==> src/rtl/fifo_pkg.sv <==
// Shared pointer helpers for the asynchronous FIFO read and write controllers.
// The Gray/binary conversions work on a 32-bit word, and callers narrow the result to their pointer width.
package fifo_pkg;

  localparam int DEFAULT_ADDRSIZE = 7;
  localparam int PTR_MAX_W        = 32;

  typedef logic [PTR_MAX_W-1:0] ptr_word_t;

  function automatic ptr_word_t bin2gray(input ptr_word_t b);
    return b ^ (b >> 1);
  endfunction

  // Leading zeros of a zero-extended Gray value leave the XOR prefix unaffected.
  function automatic ptr_word_t gray2bin(input ptr_word_t g);
    ptr_word_t b;
    b[PTR_MAX_W-1] = g[PTR_MAX_W-1];
    for (int i = PTR_MAX_W-2; i >= 0; i--) begin
      b[i] = b[i+1] ^ g[i];
    end
    return b;
  endfunction

endpackage

==> src/rtl/gray_ptr_sync.sv <==
// Multi-flop synchroniser for a Gray-coded pointer crossing into the local clock domain.
// It is shared by the read-side and write-side FIFO controllers.
module gray_ptr_sync #(
  parameter int WIDTH       = 8,
  parameter int SYNC_STAGES = 2
) (
  input  logic             clk,
  input  logic             rst_n,
  input  logic [WIDTH-1:0] i_ptr,
  output logic [WIDTH-1:0] o_ptr
);

  logic [WIDTH-1:0] r_sync [SYNC_STAGES];

  always_ff @(posedge clk or negedge rst_n) begin
    if (!rst_n) begin
      for (int i = 0; i < SYNC_STAGES; i++) begin
        r_sync[i] <= '0;
      end
    end else begin
      r_sync[0] <= i_ptr;
      for (int i = 1; i < SYNC_STAGES; i++) begin
        r_sync[i] <= r_sync[i-1];
      end
    end
  end

  assign o_ptr = r_sync[SYNC_STAGES-1];

endmodule

==> src/rtl/async_fifo_rd_ctrl.sv <==
// Read-side controller of an asynchronous FIFO: read pointer, empty/almost-empty flags, fill level and underflow.
// The block holds no storage. raddr drives an external memory.
module async_fifo_rd_ctrl
  import fifo_pkg::*;
#(
  parameter int ADDRSIZE      = DEFAULT_ADDRSIZE,
  parameter int SYNC_STAGES   = 2,
  parameter int AEMPTY_THRESH = 4
) (
  input  logic                rclk,
  input  logic                rrst_n,
  input  logic                r_en,
  input  logic [ADDRSIZE:0]   wptr_gray,
  output logic [ADDRSIZE:0]   rptr_gray,
  output logic [ADDRSIZE-1:0] raddr,
  output logic                rempty,
  output logic                raempty,
  output logic [ADDRSIZE:0]   rlevel,
  output logic                runderflow
);

  localparam int PW = ADDRSIZE + 1;
  localparam logic [PW-1:0] AEMPTY_LVL = PW'(AEMPTY_THRESH);

  logic [PW-1:0] r_rbin;
  logic [PW-1:0] w_wq_gray;
  logic [PW-1:0] w_wq_bin;
  logic [PW-1:0] w_rbin_next;
  logic [PW-1:0] w_rgray_next;
  logic [PW-1:0] w_level_next;
  logic          w_rd_ok;
  logic          w_underflow_evt;

  gray_ptr_sync #(
    .WIDTH       (PW),
    .SYNC_STAGES (SYNC_STAGES)
  ) u_wptr_sync (
    .clk   (rclk),
    .rst_n (rrst_n),
    .i_ptr (wptr_gray),
    .o_ptr (w_wq_gray)
  );

  // Next-state pointer arithmetic. Modulo 2**PW subtraction also covers wrap-around, so no address special case is needed.
  assign w_wq_bin        = PW'(gray2bin(ptr_word_t'(w_wq_gray)));
  assign w_rd_ok         = r_en & ~rempty;
  assign w_underflow_evt = r_en & rempty;
  assign w_rbin_next     = r_rbin + PW'(w_rd_ok);
  assign w_rgray_next    = PW'(bin2gray(ptr_word_t'(w_rbin_next)));
  assign w_level_next    = w_wq_bin - w_rbin_next;

  assign raddr = r_rbin[ADDRSIZE-1:0];

  // Registered pointer and status. The flags are computed from the post-read pointer, so they can never show stale data.
  always_ff @(posedge rclk or negedge rrst_n) begin
    if (!rrst_n) begin
      r_rbin     <= '0;
      rptr_gray  <= '0;
      rempty     <= 1'b1;
      raempty    <= 1'b1;
      rlevel     <= '0;
      runderflow <= 1'b0;
    end else begin
      r_rbin     <= w_rbin_next;
      rptr_gray  <= w_rgray_next;
      rempty     <= (w_rgray_next == w_wq_gray);
      raempty    <= (w_level_next <= AEMPTY_LVL);
      rlevel     <= w_level_next;
      runderflow <= runderflow | w_underflow_evt;
    end
  end

endmodule

==> config.mk <==
export PLATFORM = sky130hd
export DESIGN_NAME = async_fifo_rd_ctrl
export DESIGN_NICKNAME = d
export VERILOG_FILES = /design/src/rtl/fifo_pkg.sv /design/src/rtl/gray_ptr_sync.sv /design/src/rtl/async_fifo_rd_ctrl.sv
export SDC_FILE = /design/constraint.sdc
export NUM_CORES = 1
export LEC_CHECK = 0
export ABC_AREA = 1
export CAP_MARGIN = 5
export CORE_ASPECT_RATIO = 0.75
export CORE_MARGIN = 10
export CORE_UTILIZATION = 45
export DETAILED_ROUTE_END_ITERATION = 8
export PLACE_DENSITY = 0.7
export SLEW_MARGIN = 10
export SYNTH_ARGS = -nofsm -noshare
export SYNTH_HDL_FRONTEND = slang
export SYNTH_HIERARCHICAL = 1
export SYNTH_SLANG_ARGS = --single-unit
==> constraint.sdc <==
create_clock -name rclk -period 2.9 [get_ports rclk]
set_input_delay 0.58 -clock rclk [delete_from_list [all_inputs] [get_ports rclk]]
set_output_delay 0.58 -clock rclk [all_outputs]
set_load 0.02 [all_outputs]
==> impl_metrics.json, run 1 <==
{
  "avgViaCountPerCell": 4.574,
  "syn_avg_cell_area_sq_um": 8.953,
  "p_sw_mw": 1.380,
  "ff2ff_setup_slack_ns": 0.25,
  "clk_transition_reported_paths_ns": 0.08,
  "std_cell_rows": 20,
  "die_area_sq_um": 7581,
  "seq_area_sq_um": 1054,
  "ir_drop_mv": 0.8040,
  "synth_area_sq_um": 2014,
  "via_count": 1537,
  "clockRootBuffer": "clkbuf_8",
  "setup_violations": 0,
  "power_frac_clock_pct": 11.3,
  "whs_ns": 0.3501,
  "syn2layout_area_growth_pct": 35.40,
  "grt_pass1_vias": 1453,
  "synthCells": 225,
  "yosysSeqAreaShare_pct": 52.30,
  "crit_family": "simple AND/OR/NAND/NOR gates",
  "drtIter0Drc": 54,
  "startpoint_type": "input port",
  "synth.ff_latch_count": 42,
  "critPathKind": "in2reg",
  "nets": 301,
  "grt_util_met1_pct": 13.10,
  "io_pins": 37,
  "synthTopCellsByArea": "dfrtp_1, nand2_1, nand3_1, ha_1, inv_1",
  "power.leakage_nw": 1.366,
  "dp_worst_setup_slack_ns": -0.2298,
  "outcome": "complete, no violations",
  "dp_hpwl_um": 3037,
  "tritoncts": "yes",
  "yosysTopAreaCellShare_pct": 49.69,
  "cp_slowest_stage_delay_ns": 0.43,
  "max_freq_mhz": 359.5,
  "ys_types": 23,
  "setup.worst_path.start": "r_en",
  "grt.total_usage_pct": 9.904,
  "coreArea_sq_um": 4179,
  "critPathCaptureType": "register",
  "totalPowerFinal_mw": 3.338,
  "min_period_ns": 2.782,
  "grt_max_degree": 43,
  "drv_cap": 0,
  "synth_top_cell_by_area": "dfrtp_1",
  "met2_usage_pct": 13.60,
  "cts_htree_levels": 2,
  "start_util_pct": 48.20,
  "crit_path_cell_trace": "clkdlybuf4s50_1 > inv_1 > nor2_2 > ha_2 > ha_4 > or2_2 > nand2_4 > ha_1 > a21oi_1 > nand2_1 > nand3_1 > nand2_1 > xnor2_1 > nand3_1 > nor2_1",
  "crit_cells": 15,
  "cp.required_ns": 3.12,
  "critical_path.slowest_cell": "clkdlybuf4s50_1",
  "layout-drive-gt1-share_pct": 23.49,
  "met3_usage_pct": 5.398,
  "overflow": 0,
  "finalCritPeriodShare_pct": 95.93,
  "clockBufferDepth": 2,
  "wirelength_um": 4104,
  "skew_ns": 0.003343,
  "worst_skew_pair.late_latency_ns": 0.29,
  "ant_nets": 0,
  "power_frac_comb_pct": 61.5,
  "die_h_um": 77.95,
  "min_path_type": "reg2reg",
  "slew_headroom_pct": 39.62,
  "drc": 0,
  "grt_pass1_wl_um": 6368,
  "worst-r2r-cell-count": 19,
  "hold_violations": 0,
  "p_per_area_nw_per_um2": 1224,
  "p_seq_share_pct": 27.2,
  "multi_input_area_sq_um": 892.1,
  "worstPathArrival_ns": 3.01,
  "r2r-end": "raempty$_DFF_PN1_",
  "crit_fanout": 5,
  "cts_buffers": 5,
  "switching_share_pct": 41.33,
  "die_w_um": 97.26,
  "portBuffers": 36,
  "first_pass_iters": 4,
  "crit_end": "raempty$_DFF_PN1_",
  "ctsHoldBuffers": 0,
  "synth_nets": 246,
  "path_buf_inv": 2,
  "ys_warn_count": 6,
  "routabilityCongestion": 0.8002,
  "busiest_layer": "met2",
  "r2r_start": "u_wptr_sync/o_ptr[6]$_DFF_PN0_",
  "n_fill_cell": 355,
  "wl_per_cell_um": 12.21,
  "cts_num_sinks": 42,
  "internal_power_mw": 1.958,
  "num_antenna_cells": 0,
  "drv_slew": 0,
  "tightest_slew_ns": 0.9057,
  "antenna_found_initial": 0,
  "timing.final.ws_setup_ns": 0.1180
}
==> worst min-delay path by stage <==
stage                                           startpoint                              to  slack [ns]  cells after the start
after floorplan                                     rrst_n             r_rbin[0]$_DFF_PN0_        0.28                      0
after global placement    u_wptr_sync/r_sync[11]$_DFF_PN0_  u_wptr_sync/o_ptr[3]$_DFF_PN0_        0.33                      0
after detailed placement   u_wptr_sync/r_sync[9]$_DFF_PN0_  u_wptr_sync/o_ptr[1]$_DFF_PN0_        0.34                      0
after CTS                  u_wptr_sync/r_sync[8]$_DFF_PN0_  u_wptr_sync/o_ptr[0]$_DFF_PN0_        0.35                      0
after global routing      u_wptr_sync/r_sync[15]$_DFF_PN0_  u_wptr_sync/o_ptr[7]$_DFF_PN0_        0.36                      0
final                     u_wptr_sync/r_sync[13]$_DFF_PN0_  u_wptr_sync/o_ptr[5]$_DFF_PN0_        0.35                      0
==> synth_stat cells <==
library cell,count
ha_1,9
a21o_1,1
inv_1,29
o21a_1,1
buf_4,8
nand2_2,4
nand3_2,1
xor2_1,7
o211ai_1,2
a21oi_1,6
nor2_1,9
inv_2,2
xnor2_1,3
nand2_4,1
dfstp_2,2
fa_1,1
nand2_1,64
nand4_1,2
nor3_1,1
dfrtp_1,40
nor2_2,4
or2_2,1
nand3_1,27
==> cell type report <==
cell class	count	share of cell area (%)
inverters	31	4.266
multi-input cells	144	32.71
clock buffers	7	3.165
flip-flops and latches	42	38.62
repair buffers	56	18.53
clock inverters	1	0.1835
well taps	55	2.523
==> power by group through the flow <==
stage | registers [mW] | logic, mW | clock network (mW)
2_1_floorplan | 1.12 | 0.876 | 0
3_3_place_gp | 0.905 | 1.92 | 0
3_5_place_dp | 0.906 | 1.92 | 0
4_1_cts | 0.903 | 1.95 | 0.388
5_1_grt | 0.929 | 2.26 | 0.408
6_report | 0.907 | 2.05 | 0.378
==> cell usage in the layout, fill, tap and decap left out, drive strengths merged <==
| master | instances |
|---|---|
| clkinv | 1 |
| clkdlybuf4s50 | 35 |
| dfrtp | 40 |
| nand3 | 28 |
| nor2 | 13 |
| xor2 | 7 |
| inv | 31 |
| dfstp | 2 |
| fa | 1 |
| or2 | 1 |
| a21o | 1 |
| buf | 21 |
| o211ai | 2 |
| nand2 | 69 |
| ha | 9 |
| nor3 | 1 |
| o21a | 1 |
| xnor2 | 3 |
| clkbuf | 7 |
| a21oi | 6 |
| nand4 | 2 |
==> routing by layer <==
metal | wire length [um] | vias to the layer above
met1 | 2031 | 690
met3 | 414 | 4
met5 | 0 | -
met4 | 27 | 0
met2 | 1630 | 39
li1 | - | 804
==> per-stage QoR <==
| step | utilization (%) | cells | setup TNS [ns] | instance area [sq um] |
|---|---|---|---|---|
| finish | 65.27 | 336 | 0 | 2728 |
| global route | 65.27 | 336 | -0.03630 | 2728 |
| CTS | 61.98 | 332 | 0 | 2590 |
| detailed placement | 59.79 | 324 | -0.6095 | 2499 |
| global placement | 59.79 | 324 | -0.3398 | 2499 |
| floorplan | - | 225 | 0 | 2014 |
==> sequential cells by signal, indices dropped and copies added (netlist names) <==
signal / count
rlevel: 8
u_wptr_sync/o_ptr: 8
u_wptr_sync/r_sync: 8
r_rbin: 8
rempty: 1
rptr_gray: 7
runderflow: 1
raempty: 1
==> cell families after synthesis <==
group           count (synthesis)  share of synthesized area (%)
simple gates                  114                          25.03
xor+xnor                       10                          4.348
compound gates                 10                          2.981
fa+ha+maj                      10                          6.584
flops                          42                          52.30
buf+inv                        39                          8.758
==> what timing repair did <==
item,4_1_cts,5_1_grt
setup buffers,0,4
setup endpoints to repair,0,4
gates resized for setup,0,25
No activity file was read; power rests on OpenSTA's default activity.
==> run 2, diff against run 1 <==
- GPL_ROUTABILITY_DRIVEN: unset -> 0
==> results of run 2 <==
Same layout as run 1: the final DEF is identical, and so are final timing and power.
==> run 3, diff against run 2 <==
- CORE_UTILIZATION: 45 -> 52
- PLACE_DENSITY: 0.7 -> 0.79
==> run 3 against run 2 <==
  * Die area down 10%
  * Non-clock buffer count grew 6
  * Register-to-register slack worse by 0.16 ns
  * Highest routed layer unchanged
  * Maximum frequency shrank 1.5%
  * Clock-buffer cell count unchanged
  * Sequential share of layout area fell by 2.8 points
  * Sequential power grew 0.6%
==> impl_metrics.json, run 3 (synthesis results as in run 1) <==
{
  "layout-drive-gt1-share_pct": 32.06,
  "nets": 307,
  "portBuffers": 36,
  "worst_skew_pair.late_latency_ns": 0.29,
  "critPathCaptureType": "register",
  "drv_cap": 0,
  "clk_transition_reported_paths_ns": 0.07,
  "min_path_type": "reg2reg",
  "antenna_found_initial": 0,
  "overflow": 0,
  "fin_area_sq_um": 2945,
  "grt_pass1_wl_um": 7120,
  "tritoncts": "yes",
  "totalPowerFinal_mw": 3.585,
  "cts_htree_levels": 2,
  "hold_violations": 0,
  "fin_cells": 339,
  "internal_power_mw": 2.090,
  "std_cell_rows": 19,
  "p_seq_share_pct": 25.4,
  "cp.required_ns": 3.13,
  "grt_pass1_vias": 1603,
  "post_dp_cell_area_sq_um": 2502,
  "tightest_slew_ns": 0.8914,
  "p_sw_mw": 1.494,
  "p_per_area_nw_per_um2": 1217,
  "timing.final.ws_setup_ns": 0.07487,
  "ff2ff_setup_slack_ns": 0.09,
  "dp_hpwl_um": 3331,
  "dp_worst_setup_slack_ns": -0.2634,
  "final_cell_mix": "nand2_1, dfrtp_1, clkdlybuf4s50_1",
  "die_area_sq_um": 6789,
  "die_h_um": 73.90,
  "drc": 0,
  "finalCritPeriodShare_pct": 97.42,
  "power_frac_comb_pct": 62.0,
  "coreArea_sq_um": 3685,
  "first_pass_iters": 5,
  "fin_util_pct": 79.93,
  "drv_slew": 0,
  "drtIter0Drc": 110,
  "ctsHoldBuffers": 0,
  "max_freq_mhz": 354.0,
  "wl_per_cell_um": 14.71,
  "power_frac_clock_pct": 12.6,
  "startpoint_type": "input port",
  "grt_max_degree": 43,
  "holdPathStages": 0,
  "ir_drop_mv": 0.6300,
  "skew_ns": 0.006847,
  "via_count": 1683,
  "start_util_pct": 54.67,
  "outcome": "complete, no violations",
  "power.leakage_nw": 1.452,
  "min_period_ns": 2.825,
  "num_antenna_cells": 0,
  "layout_commonest_cell": "nand2_1",
  "cts_buffers": 5,
  "switching_share_pct": 41.68,
  "die_w_um": 91.87,
  "clockRootBuffer": "clkbuf_8",
  "slew_headroom_pct": 40.57,
  "whs_ns": 0.3507,
  "grt.total_usage_pct": 13.14,
  "worstPathArrival_ns": 3.05,
  "critPathKind": "in2reg",
  "final.setup.tns_ns": 0,
  "crit_fanout": 5,
  "cts_num_sinks": 42,
  "ant_nets": 0,
  "setup_violations": 0,
  "dpl.cell_count": 322,
  "worst-r2r-cell-count": 20,
  "syn2layout_area_growth_pct": 46.21,
  "io_pins": 37,
  "avgViaCountPerCell": 4.965,
  "wirelength_um": 4988,
  "clockBufferDepth": 2
}
## run 3: cell count changes in the layout (fill, tap and decap cells not counted), sizes merged
cell and delta:
clkinv -1, bufinv +1, buf +6
## run 3: routing by layer
layer	wire, um	global-route usage (%)	vias to the layer above
met3	332	4.781	18
met4	163	5.290	0
li1	-	-	816
met2	2338	21.09	62
met1	2154	15.89	787
met5	0	0	-
## run 3: critical path, stage by stage
cell and delay (ns):
clkdlybuf4s50_1 0.43, inv_1 0.06, nor2_1 0.04, ha_2 0.20, ha_4 0.17, or2_2 0.30
nand2_4 0.08, ha_2 0.31, a21oi_1 0.17, nand2_1 0.11, nand3_1 0.14, nand2_1 0.12
xnor2_2 0.16, nand3_1 0.09, nor2_1 0.10
## run 3: path summary, 6_finish.rpt
kind                                                       from                              to
worst max-delay path                                       r_en               raempty$_DFF_PN1_
worst min-delay path            u_wptr_sync/r_sync[8]$_DFF_PN0_  u_wptr_sync/o_ptr[0]$_DFF_PN0_
worst max register to register   u_wptr_sync/o_ptr[6]$_DFF_PN0_               raempty$_DFF_PN1_
worst min register to register  u_wptr_sync/r_sync[8]$_DFF_PN0_  u_wptr_sync/o_ptr[0]$_DFF_PN0_
max in group asynchronous                                rrst_n  u_wptr_sync/o_ptr[7]$_DFF_PN0_
min in group asynchronous                                rrst_n             rlevel[6]$_DFF_PN0_
## run 3: what timing repair did
item | CTS | global route
setup buffers | 0 | 9
endpoints found under the setup margin | 1 | 4
gates resized for setup | 5 | 58
pin swaps | 0 | 17
## run 3: final cells by class
class                   count  area (sq um)
clock buffers               7         76.32
clock inverters             1         30.03
fillers                   208         739.5
inverters                  31         118.9
multi-input cells         144          1049
flip-flops and latches     42          1056
well taps                  52         65.06
repair buffers             62         550.5
## run 3: power by group through the flow
stage / Sequential, mW / Combinational (mW) / Clock (mW)
floorplan: 1.12 / 0.876 / 0
global placement: 0.906 / 1.89 / 0
detailed placement: 0.912 / 1.93 / 0
CTS: 0.904 / 1.97 / 0.453
global route: 0.938 / 2.41 / 0.481
finish: 0.912 / 2.22 / 0.451
